`config.mk`:
```
export PLATFORM = sky130hd
export DESIGN_NAME = irq_ctrl
export DESIGN_NICKNAME = d
export VERILOG_FILES = /design/src/rtl/irq_ctrl.sv
export SDC_FILE = /design/constraint.sdc
export NUM_CORES = 1
export LEC_CHECK = 0
export ABC_AREA = 1
export ABC_CLOCK_PERIOD_IN_PS = 1600
export BUFFER_PORTS_ARGS = -buffer_cell sky130_fd_sc_hd__buf_2
export CAP_MARGIN = 15
export CORE_MARGIN = 2
export CORE_UTILIZATION = 48
export CTS_CLUSTER_SIZE = 30
export DETAILED_ROUTE_END_ITERATION = 12
export PLACE_DENSITY_LB_ADDON = 0.1
export SLEW_MARGIN = 40
export SYNTH_ARGS = -nofsm -noshare
export SYNTH_HDL_FRONTEND = slang
export SYNTH_SLANG_ARGS = --single-unit
```
`constraint.sdc`:
```
create_clock -name clk -period 1.6 [get_ports clk]
set_input_delay 0.08 -clock clk [delete_from_list [all_inputs] [get_ports clk]]
set_output_delay 0.08 -clock clk [all_outputs]
set_load 0.01 [all_outputs]
```
`src/rtl/irq_ctrl.sv`:
```
// Machine interrupt controller: mip capture, masking, fixed-priority pick, req/ack to trap unit.
// Latency: std level->mip 1 cycle, plat edge->mip SYNC_STAGES+1; eligible->trap_req_o 1 cycle; code frozen until ack/withdraw.
module irq_ctrl #(
  parameter int NUM_PLAT_IRQ = 10,
  parameter int SYNC_STAGES  = 2
) (
  input  logic                    clk,
  input  logic                    rst_n,
  input  logic                    msi_i,
  input  logic                    mti_i,
  input  logic                    mei_i,
  input  logic [NUM_PLAT_IRQ-1:0] plat_irq_i,
  input  logic [31:0]             mie_i,
  input  logic                    mstatus_mie_i,
  input  logic                    pend_clr_i,
  input  logic [4:0]              pend_clr_code_i,
  output logic [31:0]             mip_o,
  output logic                    trap_req_o,
  output logic [4:0]              trap_code_o,
  input  logic                    trap_ack_i
);

  typedef struct packed {
    logic [15-NUM_PLAT_IRQ:0] rsvd_hi;
    logic [NUM_PLAT_IRQ-1:0]  plat;
    logic [3:0]               rsvd_12;
    logic                     mei;
    logic [2:0]               rsvd_8;
    logic                     mti;
    logic [2:0]               rsvd_4;
    logic                     msi;
    logic [2:0]               rsvd_0;
  } interrupt_csr_t;

  typedef enum logic [1:0] {IDLE, REQ, HOLD} state_t;

  logic                                   msi_q, mti_q, mei_q;
  logic [SYNC_STAGES-1:0][NUM_PLAT_IRQ-1:0] plat_sync;
  logic [NUM_PLAT_IRQ-1:0]                plat_hist;
  logic [NUM_PLAT_IRQ-1:0]                plat_rise;
  logic [NUM_PLAT_IRQ-1:0]                plat_pend;
  logic [NUM_PLAT_IRQ-1:0]                plat_clr;
  logic [NUM_PLAT_IRQ-1:0]                plat_pend_nxt;
  interrupt_csr_t                         mip;
  logic [31:0]                            eligible;
  logic                                   any_elig;
  logic [4:0]                             win_code;
  state_t                                 state_q, state_nxt;
  logic                                   req_nxt;
  logic [4:0]                             code_nxt;
  logic                                   ack_take;

  always_ff @(posedge clk or negedge rst_n) begin
    if (!rst_n) begin
      msi_q     <= 1'b0;
      mti_q     <= 1'b0;
      mei_q     <= 1'b0;
      plat_sync <= '0;
      plat_hist <= '0;
      plat_pend <= '0;
    end else begin
      msi_q     <= msi_i;
      mti_q     <= mti_i;
      mei_q     <= mei_i;
      plat_sync <= {plat_sync[SYNC_STAGES-2:0], plat_irq_i};
      plat_hist <= plat_sync[SYNC_STAGES-1];
      plat_pend <= plat_pend_nxt;
    end
  end

  assign plat_rise = plat_sync[SYNC_STAGES-1] & ~plat_hist;

  // A fresh edge overrides a clear landing in the same cycle.
  always_comb begin
    plat_clr = '0;
    for (int i = 0; i < NUM_PLAT_IRQ; i++) begin
      plat_clr[i] = (pend_clr_i && (pend_clr_code_i == 5'(16 + i))) ||
                    (ack_take && (trap_code_o == 5'(16 + i)));
    end
    plat_pend_nxt = (plat_pend & ~plat_clr) | plat_rise;
  end

  always_comb begin
    mip      = '0;
    mip.msi  = msi_q;
    mip.mti  = mti_q;
    mip.mei  = mei_q;
    mip.plat = plat_pend;
  end

  assign mip_o    = mip;
  assign eligible = mip & mie_i & {32{mstatus_mie_i}};
  assign any_elig = |eligible;

  // Descending scan so the lowest platform code is left as the winner.
  always_comb begin
    win_code = '0;
    if (eligible[11])      win_code = 5'd11;
    else if (eligible[3])  win_code = 5'd3;
    else if (eligible[7])  win_code = 5'd7;
    else begin
      for (int i = NUM_PLAT_IRQ - 1; i >= 0; i--) begin
        if (eligible[16 + i]) win_code = 5'(16 + i);
      end
    end
  end

  always_ff @(posedge clk or negedge rst_n) begin
    if (!rst_n) begin
      state_q     <= IDLE;
      trap_req_o  <= 1'b0;
      trap_code_o <= '0;
    end else begin
      state_q     <= state_nxt;
      trap_req_o  <= req_nxt;
      trap_code_o <= code_nxt;
    end
  end

  always_comb begin
    state_nxt = state_q;
    req_nxt   = trap_req_o;
    code_nxt  = trap_code_o;
    ack_take  = 1'b0;
    case (state_q)
      IDLE: begin
        req_nxt  = 1'b0;
        code_nxt = '0;
        if (any_elig) begin
          state_nxt = REQ;
          req_nxt   = 1'b1;
          code_nxt  = win_code;
        end
      end
      REQ: begin
        // Ack takes precedence over a simultaneous loss of eligibility.
        if (trap_ack_i) begin
          ack_take  = 1'b1;
          state_nxt = HOLD;
          req_nxt   = 1'b0;
          code_nxt  = '0;
        end else if (!eligible[trap_code_o]) begin
          state_nxt = IDLE;
          req_nxt   = 1'b0;
          code_nxt  = '0;
        end
      end
      HOLD: begin
        state_nxt = IDLE;
        req_nxt   = 1'b0;
        code_nxt  = '0;
      end
      default: begin
        state_nxt = IDLE;
        req_nxt   = 1'b0;
        code_nxt  = '0;
      end
    endcase
  end

endmodule

```
# Word level (Yosys, flattened, before mapping)
# Cells that the tools add are included.
# totals
register_bits	51
in_bits	55
out_inout_bits	38
elab_cells	103
# classes
n_lt_le_gt_ge	1
n_eq_ne	23
muxes	29
n_bitwise	7
n_reduce_logical	33
# ops
operator	n
== test 5 bit, second input constant	20
two-way mux 5 bit	16
AND 26 x 32 -> 32 bit	1
AND 32 bit	1
OR reduction 32 bit	1
AND 10 bit	2
logical AND 1 bit	20
NOT 10 bit	2
logical OR 1 bit	10
OR 10 bit	1
case mux 5 bit (2 select lines)	1
< comparator 5 x 6 -> 1 bit, second input constant	1
two-way mux 1 bit	6
two-way mux 2 bit	3
binary-select mux 1 bit (select 5 bit)	1
case mux 2 bit (2 select lines)	1
!= test 3 bit, second input constant	1
== test 2 x 1 -> 1 bit, second input constant	1
logical NOT 2 bit	1
!= test 2 bit, second input constant	1
case mux 1 bit (2 select lines)	1
AND reduction 2 bit	1

# Depth between registers and ports, before layout
# depth
depth_word	17
mapped_depth	14
ltp_nobuf	14

# Worst setup path after synthesis
# Ideal clock, no wire load.
# synth_path
path_type	flip-flop to flip-flop
startpoint	register trap_code_o[0]
endpoint	register state_q[0]
setup_time_ns	0.132
arrival_ns	1.241
required_time_ns	1.468
setup_slack_ns	0.226
path_stages_with_launch	10
path_buffers	1
period_less_slack_ns	1.374
path_cell_list	dfrtp_1 > buf_4 > nor2_1 > nand2_1 > nand4_1 > nand2_1 > nand3_2 > nand2_4 > nand2_4 > nand2_1
# synth_between
elab_chain_cells	4
# synth_rtl
element	line_no	rtl
start, declared	19	output logic [4:0] trap_code_o,
start signal, assigned	116	trap_code_o <= code_nxt;
binary-select mux 1 bit (select 5 bit)	142	end else if (!eligible[trap_code_o]) begin
two-way mux 1 bit (implied by the code)	142	
!= test 3 bit (no line)	n/a	
AND reduction 2 bit (no line)	n/a	
end signal, assigned	114	state_q <= state_nxt;
end, declared	48	state_t state_q, state_nxt;
# Every way passes these cells. The select of a mux whose other input is x is not followed.
# A chain may end at the register's enable or synchronous reset.

# Final worst setup path
# layout_path
startpoint	register trap_code_o[3]
endpoint	register trap_code_o[1]
# layout_between
elab_chain_cells	3
# layout_rtl
element	line_no
binary-select mux 1 bit (select 5 bit)	142
two-way mux 1 bit (implied by the code)	142
!= test 3 bit (no line)	n/a
# Every way passes these cells. The select of a mux whose other input is x is not followed.

==> impl_metrics.toml <==
[run_status]
status = "finished clean"

[detailed_routing]
totalWireLength_um = 4880
final_antenna_net_count = 0
wl_per_cell_um = 13.0
drt-vias-per-instance = 4.79
drtPass1Iterations = 4
drc_errors = 0
vias = 1796
drt-initial-drc-count = 82

[global_route]
antenna_found_initial = 0
grt_max_degree = 52
grt_pass1_vias = 1743
grt_pass1_wl_um = 7930
grtUsageTotal_pct = 19.8
gr-total-overflow = 0

[sta]
finClkSkew_ns = 0.0150
finalCriticalPeriod_ns = 1.45
drv_slew = 0
hold_violations = 0
timing.final.ws_setup_ns = 0.154
fin_crit_sh_pct = 90.4
fmax_mhz = 691
rsz0062_at_grt = "false"
setup_violations = 0
tns_ns = 0

[synthesis]
avgSynthCellArea_um2 = 9.47
ys_ff_latch = 51
synth_top_area_cell = "dfrtp_1"
ys_types = 24
netlist_area_mm2 = 0.00230
syn_inst = 243
synth.area.top_cells = "dfrtp_1, nand2_1, buf_4"
ys_seq_area_share_pct = 55.4
netlist.area_leader.share_pct = 55.4
ys_warn_count = 0

[critical_path]
cp_max_fo = 5
startpoint = "trap_code_o[3]"
crit_cells = 8
crit_path_end_kind = "flip-flop"
critPathCapture = "trap_code_o[1]"
critPathMaxStageDelay_ns = 0.47
crit_arrival_ns = 1.67
critPathKind = "flip-flop to flip-flop"
start_kind = "flip-flop"
cp_top_family = "simple AND/OR/NAND/NOR gates"
cp_data_required_time_ns = 1.83
crit_path_top_delay_cell = "dfrtp_1"
r2r_start = "trap_code_o[3]"
critical_path_buf_inv_count = 1
reg2reg_depth = 8
reg2reg_to = "trap_code_o[1]"
worstPathCellList = "inv_2, nor2_1, nand2_1, nand3_2, a21oi_2, nor3_4, nand2_4, o21ai_2"
reg2reg_slack_ns = 0.15

[cts]
insertion_delay_ns = 0.31
cts-buffers-inserted = 5
clock_sinks = 51
tritoncts = "built"
ctsHtreeMaxLevel = 2
root_buffer = "clkbuf_8"
path_clk_slew_ns = 0.10
post_cts_buffers = 0
clock_path_buffers = 2

[floorplanning]
die_area_mm2 = 0.00537
chipHeight_um = 73.3
core_mm2 = 0.00466
num_rows = 25
die_w_um = 73.3
start_util_pct = 49.4
boundaryPins = 93

[placement]
gp_congestion = 0.864
io_buffers = 54
post_dp_cell_area_mm2 = 0.00260
post-place-ws_ns = 0.141
hpwl_um = 3750

[pwr]
pwr-share-clk_pct = 23.4
swShare_pct = 34.2
comb_power_share_pct = 29.7
seq_power_share_pct = 47.0
finalPower_w = 0.00332
p_sw_w = 0.00113
p_int_w = 0.00218
cellLeakagePower_nw = 1.49
powerDensity_mw_per_mm2 = 1170
ir_drop_v = 0.000727

[finish]
n_antenna_cell = 0
drive_gt1_share_pct = 29.9
fill_cells = 417
final_area_mm2 = 0.00284
num-nets-final = 375
syn2layout_area_growth_pct = 23.3

[min_path]
hp-class = "primary input to flip-flop"

[job]
maxCapViolCount = 0
-- cell families (layout without fill, tap and decap cells) --
logic type,after synthesis,count (layout),synth area share [%]
buf+inv,53,113,12.7
other cells,1,19,0.163
flops,51,51,55.4
simple gates,117,117,25.7
compound gates,21,21,6.03
-- stage by stage --
step | std cells | utilization, % | hold WS, ns
floorplan | 261 | - | -0.216
global placement | 353 | 55.7 | 0.0842
detailed placement | 353 | 55.7 | 0.0844
CTS | 375 | 60.8 | 0.0665
global route | 375 | 60.9 | 0.0679
finish | 375 | 60.9 | 0.0647
-- final cells by class --
cell class                 instances  area, um^2  area share (%)
sequential                        51        1280            45.0
clock inverter                     2        16.3           0.573
inverter                          29         109            3.84
tap                               54        67.6            2.38
timing repair buffer              76         483            17.0
multi-input combinational        157         803            28.3
clock buffer                       6        82.6            2.91
-- worst min-delay path by stage --
stage	from	to	slack, ns	cells past startpoint
6_report	trap_ack_i	state_q[1]	0.06	3
5_1_grt	trap_ack_i	state_q[1]	0.07	3
4_1_cts	trap_ack_i	state_q[1]	0.07	3
3_5_place_dp	rst_n	plat_pend[1]	0.08	2
3_3_place_gp	rst_n	plat_hist[1]	0.08	2
2_1_floorplan	rst_n	mei_q	-0.22	0
-- per-layer routing --
metal  global-route usage (%)  vias to the layer above  share of wire (%)
met5                        0                        -                  0
met1                     25.7                      857                 44
li1                         -                      893                  -
met4                     5.56                        0               0.74
met2                     33.5                       42                 52
met3                     4.25                        4                3.6
-- what timing repair did --
item / in CTS / in global routing
gates resized for setup: 0 / 1
hold buffers: 14 / 0
hold endpoints to repair: 64 / 0
endpoints found under the setup margin: 0 / 4
-- registers in the layout, indices dropped and copies added (netlist names) --
register	count
mti_q	1
msi_q	1
trap_req_o	1
plat_hist	10
state_q	2
plat_sync	20
plat_pend	10
trap_code_o	5
mei_q	1
-- power by group through the flow --
| stage | combinational (W) | clock, W | sequential (W) |
|---|---|---|---|
| 2_1_floorplan | 0.000600 | 0 | 0.00160 |
| 3_3_place_gp | 0.000961 | 0 | 0.00158 |
| 3_5_place_dp | 0.000963 | 0 | 0.00158 |
| 4_1_cts | 0.000992 | 0.000795 | 0.00156 |
| 5_1_grt | 0.00111 | 0.000848 | 0.00158 |
| 6_report | 0.000984 | 0.000775 | 0.00156 |
-- Yosys cell counts (all sizes together) --
library cell and count:
buf 24, o21ai 16, o41ai 1, o2111ai 1
conb 1, dfrtp 51, inv 29, nor2 15
a31oi 1, a21oi 1, nand2 53, nand3 43
nor3b 1, nand4 3, nor3 2, o211ai 1
-- cells in the final DEF (no fill, tap or decap), types with 4 or more instances in the layout --
master,count
dfrtp_1,51
nor2_2,4
nor2_1,11
inv_1,25
buf_2,54
buf_4,7
clkbuf_8,6
nand3_2,10
conb_1,19
nand3_1,33
o21ai_0,11
inv_2,4
nand2_1,51
dlygate4sd3_1,14
-- worst register-to-register path, stage by stage, from the launching register on --
cell	delay (ns)
dfrtp_1	0.47
inv_2	0.07
nor2_1	0.14
nand2_1	0.09
nand3_2	0.08
a21oi_2	0.06
nor3_4	0.21
nand2_4	0.12
o21ai_2	0.12
No activity file was read; power rests on OpenSTA's default activity.
